==> config.mk <==
export PLATFORM = sky130hd
export DESIGN_NAME = mini_bus_arbiter
export DESIGN_NICKNAME = d
export VERILOG_FILES = /design/src/rtl/mini_bus_arbiter.sv
export SDC_FILE = /design/constraint.sdc
export NUM_CORES = 1
export LEC_CHECK = 0
export ABC_AREA = 1
export BUFFER_PORTS_ARGS = -buffer_cell sky130_fd_sc_hd__buf_4
export CORE_AREA = 2 2 81 83
export DETAILED_ROUTE_END_ITERATION = 16
export DIE_AREA = 0 0 83 85
export MAX_ROUTING_LAYER = met4
export PLACE_DENSITY = 0.75
export SYNTH_ARGS = -nofsm -noshare
export SYNTH_HDL_FRONTEND = slang
export SYNTH_SLANG_ARGS = --single-unit
==> constraint.sdc <==
create_clock -name clk -period 1.32 [get_ports clk]
set_input_delay 0.264 -clock clk [delete_from_list [all_inputs] [get_ports clk]]
set_output_delay 0.264 -clock clk [all_outputs]
set_load 0.05 [all_outputs]
==> src/rtl/mini_bus_arbiter.sv <==
// mini_bus_arbiter: shares one memory bus between the i-cache miss port (bus_ir_*)
// and the data port (bus_d_*). One address beat then one data beat per transaction,
// round-robin arbitration, grant held from arbitration until the owner takes its data.
module mini_bus_arbiter #(
  parameter int data_width     = 32,
  parameter int addr_width     = 32,
  parameter int timeout_cycles = 256
) (
  input  logic                  clk,
  input  logic                  rst_n,
  input  logic                  bus_ir_addr_valid,
  output logic                  bus_ir_addr_ready,
  input  logic [addr_width-1:0] bus_ir_addr,
  output logic                  bus_ir_data_valid,
  input  logic                  bus_ir_data_ready,
  output logic [data_width-1:0] bus_ir_data,
  input  logic                  bus_d_addr_valid,
  output logic                  bus_d_addr_ready,
  input  logic [addr_width-1:0] bus_d_addr,
  output logic                  bus_d_data_valid,
  input  logic                  bus_d_data_ready,
  output logic [data_width-1:0] bus_d_data,
  output logic                  mem_addr_valid,
  input  logic                  mem_addr_ready,
  output logic [addr_width-1:0] mem_addr,
  input  logic                  mem_data_valid,
  output logic                  mem_data_ready,
  input  logic [data_width-1:0] mem_data,
  output logic                  grant_ir,
  output logic                  err_timeout
);

  typedef enum logic [1:0] {
    IDLE = 2'd0,
    ADDR = 2'd1,
    RESP = 2'd2
  } state_t;

  // Counter is wide enough to hold timeout_cycles itself so it can saturate there.
  localparam int cnt_w = (timeout_cycles > 0) ? $clog2(timeout_cycles + 1) : 1;
  localparam logic [cnt_w-1:0] cnt_max = cnt_w'(timeout_cycles);

  state_t           state;
  logic             owner_d;     // 0 = i-cache port owns the bus, 1 = data port
  logic             last_d;      // port that completed the most recent transaction
  logic [cnt_w-1:0] wd_count;
  logic             owner_data_ready;

  assign owner_data_ready = owner_d ? bus_d_data_ready : bus_ir_data_ready;
  assign grant_ir         = (state != IDLE) && !owner_d;

  // Arbitration FSM, round-robin history and RESP watchdog.
  always_ff @(posedge clk or negedge rst_n) begin
    if (!rst_n) begin
      state       <= IDLE;
      owner_d     <= 1'b0;
      last_d      <= 1'b1;
      wd_count    <= '0;
      err_timeout <= 1'b0;
    end else begin
      case (state)
        IDLE: begin
          if (bus_ir_addr_valid || bus_d_addr_valid) begin
            state <= ADDR;
            if (bus_ir_addr_valid && bus_d_addr_valid) owner_d <= ~last_d;
            else                                        owner_d <= bus_d_addr_valid;
          end
        end
        ADDR: begin
          if (mem_addr_ready) begin
            state    <= RESP;
            wd_count <= '0;
          end
        end
        RESP: begin
          if (mem_data_valid && owner_data_ready) begin
            state  <= IDLE;
            last_d <= owner_d;
          end
          if (timeout_cycles != 0) begin
            if (wd_count != cnt_max) wd_count <= wd_count + cnt_w'(1);
            else                     err_timeout <= 1'b1;
          end
        end
        default: state <= IDLE;
      endcase
    end
  end

  // Route the owner's address/data handshakes to memory; everything else stays quiet.
  always_comb begin
    mem_addr_valid    = 1'b0;
    mem_addr          = '0;
    mem_data_ready    = 1'b0;
    bus_ir_addr_ready = 1'b0;
    bus_d_addr_ready  = 1'b0;
    bus_ir_data_valid = 1'b0;
    bus_ir_data       = '0;
    bus_d_data_valid  = 1'b0;
    bus_d_data        = '0;
    case (state)
      ADDR: begin
        mem_addr_valid = 1'b1;
        if (owner_d) begin
          mem_addr         = bus_d_addr;
          bus_d_addr_ready = mem_addr_ready;
        end else begin
          mem_addr          = bus_ir_addr;
          bus_ir_addr_ready = mem_addr_ready;
        end
      end
      RESP: begin
        mem_data_ready = owner_data_ready;
        if (owner_d) begin
          bus_d_data_valid = mem_data_valid;
          bus_d_data       = mem_data;
        end else begin
          bus_ir_data_valid = mem_data_valid;
          bus_ir_data       = mem_data;
        end
      end
      default: ;
    endcase
  end

endmodule

# After elaboration in Yosys (flattened, before gate mapping)
# Index checks and enable logic that the tools add are counted.
[totals] wordCells=53 reg_bits=14
[op_classes] eq_ne=7 n_reduce_logical=13 bitwise=2 mux=25 n_addsub=1
[op_table] op="$mux W32" n=6
[op_table] op="$mux W9" n=2
[op_table] op="$pmux W9 S2" n=1
[op_table] op="$mux W1" n=12
[op_table] op="$add A9 B1 Y9 const B" n=1
[op_table] op="$ne A9 B9 Y1 const B" n=1
[op_table] op="$ne A2 B2 Y1 const B" n=4
[op_table] op="$mux W2" n=3
[op_table] op="$pmux W2 S3" n=1
[op_table] op="$reduce_and A2 Y1" n=3
[op_table] op="$reduce_and A3 Y1" n=2
[op_table] op="$reduce_bool A2 Y1" n=2
[op_table] op="$logic_and A1 B1 Y1" n=3
[op_table] op="$eq A2 B1 Y1 const B" n=1
[op_table] op="$eq A2 B2 Y1 const B" n=1
[op_table] op="$logic_not A2 Y1" n=1
[op_table] op="$not A1 Y1" n=2
[op_table] op="$logic_not A1 Y1" n=1
[op_table] op="$logic_or A1 B1 Y1" n=1

# Depth between registers and ports, before layout
# Gate-level depths: netlist of run 1.
[logic_depth] word_depth=4 ltp_mapped=9

# Worst setup path after synthesis of run 1
# No wires, ideal clock.
[synth_path] path_type="register -> output" from="register state[1]" to="output bus_d_addr_ready" path_stages_with_launch=7 slack_ps=-588 arrival_ps=1644 path_buffers=1 cell_sequence="dfrtp_1 inv_2 nand2_4 inv_2 nand2_2 buf_6 nor2_1"
[synth_via] elab_chain_len=2
[synth_lines] item="from (decl)" line_no="43" rtl="state_t state;"
[synth_lines] item="from (signal assigned)" line_no="55" rtl="state <= IDLE;"
[synth_lines] item="from (signal assigned)" line_no="64" rtl="state <= ADDR;"
[synth_lines] item="from (signal assigned)" line_no="71" rtl="state <= RESP;"
[synth_lines] item="$eq A2 B1 Y1" line_no="101" rtl="case (state)"
[synth_lines] item="$mux W1" line_no="101"
[synth_lines] item="to (decl)" line_no="18" rtl="output logic bus_d_addr_ready,"
# Every way passes these cells.

# Worst setup path after layout of run 1
[layout_path] from="register owner_d" to="output bus_ir_data[18]"
[layout_via] elab_chain_len=2
[layout_lines] item="from (decl)" line_no="44" rtl="logic owner_d;"
[layout_lines] item="from (signal assigned)" line_no="65" rtl="if (bus_ir_addr_valid && bus_d_addr_valid) owner_d <= ~last_d;"
[layout_lines] item="from (signal assigned)" line_no="66" rtl="else owner_d <= bus_d_addr_valid;"
[layout_lines] item="$mux W32" line_no="114" rtl="if (owner_d) begin"
[layout_lines] item="$mux W32" line_no="101"
[layout_lines] item="to (decl)" line_no="16" rtl="output logic [data_width-1:0] bus_ir_data,"
# Every way passes these cells.

==> results of run 1 <==
worst min-delay path, delay by kind of cell:
family | cells | cell delay [ns]
buffers and inverters | 1 | 0.09
and+or+nand+nor | 2 | 0.12
per-stage QoR:
stage	hold WS, ns	instances	setup slack (ns)
floorplan	-0.0316	343	-0.141
global placement	0.123	638	-0.146
detailed placement	0.125	638	-0.170
CTS	0.256	650	-0.376
global route	0.278	655	-0.475
finish	0.266	655	-0.429
cells by family after synthesis:
group,Yosys count,share of synthesized area [%]
and+or+nand+nor,212,48.4
buffers and inverters,73,19.4
AOI/OAI and AO/OA,42,11.9
DFF,14,19.0
adders and majority gates,2,1.35
metal layers:
layer | share of wire, % | vias up
met1 | 35 | 1581
met2 | 56 | 148
met5 | 0 | -
li1 | - | 1503
met3 | 5.3 | 38
met4 | 4.3 | 0
report_power, final:
group | leakage (µW) | switching (µW) | internal, µW
clock network | 0.0000228 | 163 | 214
logic | 0.00236 | 6030 | 3890
registers | 0.000184 | 117 | 537
total | 0.00257 | 6310 | 4640
how the worst max path moves through the flow:
stage | endpoint | slack (ns) | depth (start not counted)
detailed placement | bus_ir_data[14] | -0.17 | 6
finish | bus_ir_data[18] | -0.43 | 6
floorplan | mem_addr[10] | -0.14 | 4
global placement | mem_addr[1] | -0.15 | 4
global route | bus_d_data[23] | -0.47 | 7
CTS | bus_d_data[11] | -0.38 | 7
cell type report:
type                       count  area (µm²)
antenna                        1        2.50
tap                           77        96.3
fill                         239         669
timing repair buffer         247        2670
inverter                      56         233
sequential                    14         353
multi-input combinational    256        2140
clock buffer                   4        45.0
state kept, by name, indices dropped and copies added, names as in the netlist:
signal       count
owner_d          1
wd_count         9
last_d           1
err_timeout      1
state            2
synthesized netlist by cell type:
library cell    n  share of area (%)
buf_2           6                1.6
ha_1            2                1.3
dfrtp_1        13                 18
or2_1           1               0.34
nand3_1        18                4.9
nand2_4         3                1.8
nor3_1          1               0.27
nand4_1         1               0.34
o21ai_0         5                1.3
nor2_1         70                 14
inv_2           3               0.61
nor2_4          2                1.2
nand2_2         3                1.0
inv_1          50                 10
o21ai_2         2               0.94
o211ai_1        1               0.41
inv_4           3                1.0
nand2_1       102                 21
dfstp_2         1                1.4
o21ai_1         1               0.27
a21oi_1        33                8.9
nor2_2         11                3.7
buf_4           3                1.2
buf_6           8                4.9
repair_timing:
item | 4_1_cts | 5_1_grt
hold buffers | 1 | 0
pin swaps | 3 | 5
setup endpoints to repair | 105 | 114
gates resized for setup | 105 | 81
hold endpoints to repair | 13 | 0
setup buffers | 6 | 1
cloned | 1 | 3
layout by cell type (no fill, tap or decap), types with 4 or more instances in the layout:
cell and n:
nand3_2 8, inv_1 48, buf_8 33, nor2_2 4, a21oi_4 32, buf_4 115, inv_2 4, dfrtp_1 12
nand2_2 13, nand3_1 10, o21ai_2 4, nand2_1 89, nor2_1 7, buf_12 14, nor2_4 72, buf_6 79
o21ai_0 4
==> impl_metrics.py, run 1 <==
metrics = {
    "critical_path": {
        "r2r_setup_slack_ns": -0.05,
        "cp-end-kind": "primary output",
        "critPathLaunch": "owner_d$_DFFE_PN0P_",
        "timing_worst_setup_path_type": "reg2out",
        "cpPeakStageDelay_ns": 0.47,
        "path_buf_inv": 4,
        "cp_max_fo": 7,
        "reg2reg_depth": 6,
        "worstPathArrival_ns": 1.48,
        "startpoint_type": "flop",
        "crit_required_ns": 1.06,
        "crit_slowest_cell": "dfrtp_2",
        "timing.rr.end": "state[1]$_DFFE_PN0P_",
        "reg2reg_from": "owner_d$_DFFE_PN0P_",
        "critical_path.top_delay_family": "buffers and inverters",
        "crit_chain": "inv_8 -> buf_12 -> nand2_8 -> clkbuf_16 -> nor2_4 -> buf_6",
    },
    "synth": {
        "ys_ff_latch": 14,
        "synth_cell_types": 24,
        "netlist_area_mm2": 0.00185,
        "ys_seq_area_share_pct": 19.0,
        "synth_nets": 449,
        "yosysWarnings": 0,
        "postSynthCellCount": 343,
        "avgSynthCellArea_um2": 5.41,
    },
    "timing": {
        "fin_skew_ns": 0.00459,
        "fin_crit_sh_pct": 132,
        "fin_crit_ns": 1.75,
        "tns_ns": -39.38,
        "finalHoldViolCount": 0,
        "fin_ws_ns": -0.429,
        "worstMarginPinSlew_ns": 0.236,
        "rsz0062_at_grt": "yes",
        "relSlewSlack_pct": 84.2,
        "clock.fmax_mhz": 572,
        "final-max-slew-violation-count": 0,
        "setup_violations": 114,
    },
    "die": {
        "die_w_um": 83,
        "num_rows": 29,
        "dieArea_mm2": 0.00706,
        "start_util_pct": 29.9,
        "die_height_um": 85,
        "io-pin-count": 208,
        "coreArea_mm2": 0.00620,
    },
    "clock_network": {
        "tritoncts": "yes",
        "cts_max_level": 1,
        "clkLatencyLatePin_ns": 0.25,
        "clock-sinks": 14,
        "cts_made_buffers": 3,
        "ctsLongestPathBuffers": 2,
        "clk_pin_slew_ns": 0.06,
        "root_buffer": "clkbuf_8",
    },
    "worst_hold_path": {
        "hold_class": "in2reg",
        "hold_end": "owner_d$_DFFE_PN0P_",
        "hp-start": "bus_d_addr_valid",
        "min_path_cells": 3,
    },
    "detailed_routing": {
        "dr.pass1.iters": 4,
        "viasPerCell": 4.99,
        "vias": 3270,
        "ant_nets": 0,
        "drt_wl_total_um": 12200,
        "drc": 0,
        "wl_per_cell_um": 18.6,
        "first_iter_violations": 143,
    },
    "run_status": {
        "violations": "setup timing",
        "outcome": "finished, violations left",
    },
    "power": {
        "fin_total_pwr_uw": 11000,
        "p_per_area_mw_per_mm2": 1980,
        "cellLeakagePower_uw": 0.00257,
        "vdd_ir_drop_max_mv": 1.98,
    },
    "final_layout": {
        "area_delta_synth_final_pct": 199,
        "drive_above_1_share_pct": 69.2,
        "final_area_mm2": 0.00554,
        "final_nets": 684,
        "final_util_pct": 89.2,
    },
    "grt": {
        "grt_pass1_vias": 3037,
        "grt_overflow": 0,
        "grt_max_degree": 22,
        "grt_util_met2_pct": 52.6,
        "grt_usage_pct": 27.3,
        "grt_use_met1_pct": 29.6,
        "grtUsageMet3_pct": 4.96,
        "antenna_found_initial": 1,
        "grt_pass1_wl_um": 15400,
        "top_usage_layer": "met2",
    },
    "run": {
        "drv_cap": 0,
    },
    "placement": {
        "dp_hpwl_um": 7690,
        "io_buffers": 207,
        "dpl-instance-area_mm2": 0.00461,
        "gp_congestion": 0.886,
    },
}
(Power assumes the default switching activity.)
==> run 2, diff against run 1 <==
Settings changed: CORE_AREA 2 2 81 83 to unset, CORE_ASPECT_RATIO set to 0.7, CORE_MARGIN set to 5, CORE_UTILIZATION set to 35, DIE_AREA 0 0 83 85 to unset, PLACE_DENSITY 0.75 to 0.85.
==> impl_metrics.py, run 2 <==
metrics = {
    "die": {
        "start_util_pct": 35.8,
        "io-pin-count": 208,
        "num_rows": 22,
        "die_height_um": 70.9,
        "die_w_um": 97.0,
    },
    "synth": {
        "synth_most_common_cell": "nand2_1",
        "ys_seq_area_share_pct": 19.0,
        "synth-edff-count": 0,
        "postSynthCellCount": 343,
        "avgSynthCellArea_um2": 5.41,
        "synth.area.top_cells": "nand2_1 21%, dfrtp_1 18%, nor2_1 14%",
        "yosysTopAreaCell": "nand2_1",
        "yosysWarnings": 0,
        "synth_top_area_share_pct": 20.6,
        "netlist_area_mm2": 0.00185,
        "synth_cell_types": 24,
        "synth_commonest_cells": "102 x nand2_1, 70 x nor2_1, 50 x inv_1",
        "synth_nets": 449,
        "async_reset_ff_share_pct": 100,
        "synth-main-ff-cell": "dfrtp_1",
        "ys_ff_latch": 14,
    },
    "clock_network": {
        "clock-sinks": 14,
        "cts_max_level": 1,
        "root_buffer": "clkbuf_8",
        "ctsLongestPathBuffers": 2,
        "cts_made_buffers": 3,
        "ctsResizeCount": 139,
        "hold_buffers": 1,
        "post-cts-setup-buffers": 14,
    },
    "placement": {
        "dp_hpwl_um": 9320,
        "gp_congestion": 0.926,
        "io_buffers": 207,
    },
    "run_status": {
        "outcome": "did not finish",
        "tool.error": "[ERROR DPL-0038] Utilization greater than 100%, impossible to legalize",
        "haltStage": "clock tree synthesis",
    },
}
-- run 2: kinds of logic after synthesis --
group | synth area share, %
fa+ha+maj | 1.35
simple gates | 48.4
compound gates | 11.9
buf+inv | 19.4
flops | 19.0
-- run 2: through the flow --
step	instance area (µm²)	instances	setup TNS, ns	hold slack [ns]	worst slack (ns)
floorplan	2770	343	-12.64	-0.0316	-0.141
global placement	4640	635	-12.13	0.120	-0.157
detailed placement	4640	635	-15.66	0.120	-0.205
==> run 3, diff against run 2 <==
Settings changed: CORE_ASPECT_RATIO 0.7 to unset, MAX_ROUTING_LAYER met4 to unset, PLACE_DENSITY 0.85 to unset, PLACE_DENSITY_LB_ADDON set to 0.15.
==> impl_metrics.py, run 3 <==
metrics = {
    "synth": {
        "ys_seq_area_share_pct": 19.0,
        "synth_most_common_cell": "nand2_1",
        "avgSynthCellArea_um2": 5.41,
        "synth-main-ff-cell": "dfrtp_1",
        "synth_nets": 449,
        "netlist_area_mm2": 0.00185,
        "synth-edff-count": 0,
        "postSynthCellCount": 343,
        "yosysTopAreaCell": "nand2_1",
        "ys_ff_latch": 14,
        "synth_commonest_cells": "102 x nand2_1, 70 x nor2_1, 50 x inv_1",
        "async_reset_ff_share_pct": 100,
        "synth_cell_types": 24,
        "yosysWarnings": 0,
        "synth_top_area_share_pct": 20.6,
        "synth.area.top_cells": "nand2_1 21%, dfrtp_1 18%, nor2_1 14%",
    },
    "placement": {
        "gp_congestion": 0.882,
        "dp_hpwl_um": 8980,
        "io_buffers": 207,
        "placed_cells": 634,
    },
    "clock_network": {
        "clock-sinks": 14,
        "post-cts-setup-buffers": 12,
        "ctsLongestPathBuffers": 2,
        "hold_buffers": 1,
        "cts_max_level": 1,
        "cts_made_buffers": 3,
        "ctsResizeCount": 157,
        "root_buffer": "clkbuf_8",
    },
    "die": {
        "num_rows": 26,
        "start_util_pct": 36.1,
        "die_height_um": 82.8,
        "die_w_um": 82.8,
        "io-pin-count": 208,
    },
    "run_status": {
        "outcome": "did not finish",
        "haltStage": "clock tree synthesis",
        "tool.error": "[ERROR DPL-0038] Utilization greater than 100%, impossible to legalize",
    },
}
[run 3: cell counts after synthesis]
No cell type changed its count.
[run 3: stage by stage]
stage                     cell area [µm²]  setup WS [ns]
after floorplan                      2770         -0.141
after global placement               4610         -0.179
after detailed placement             4610         -0.214
[run 3: cell families after synthesis]
kind of cell | Yosys count | synth area share (%)
adder cells (fa/ha/maj) | 2 | 1.35
buffers and inverters | 73 | 19.4
AO/OA/AOI/OAI | 42 | 11.9
AND/OR/NAND/NOR | 212 | 48.4
flip-flops | 14 | 19.0
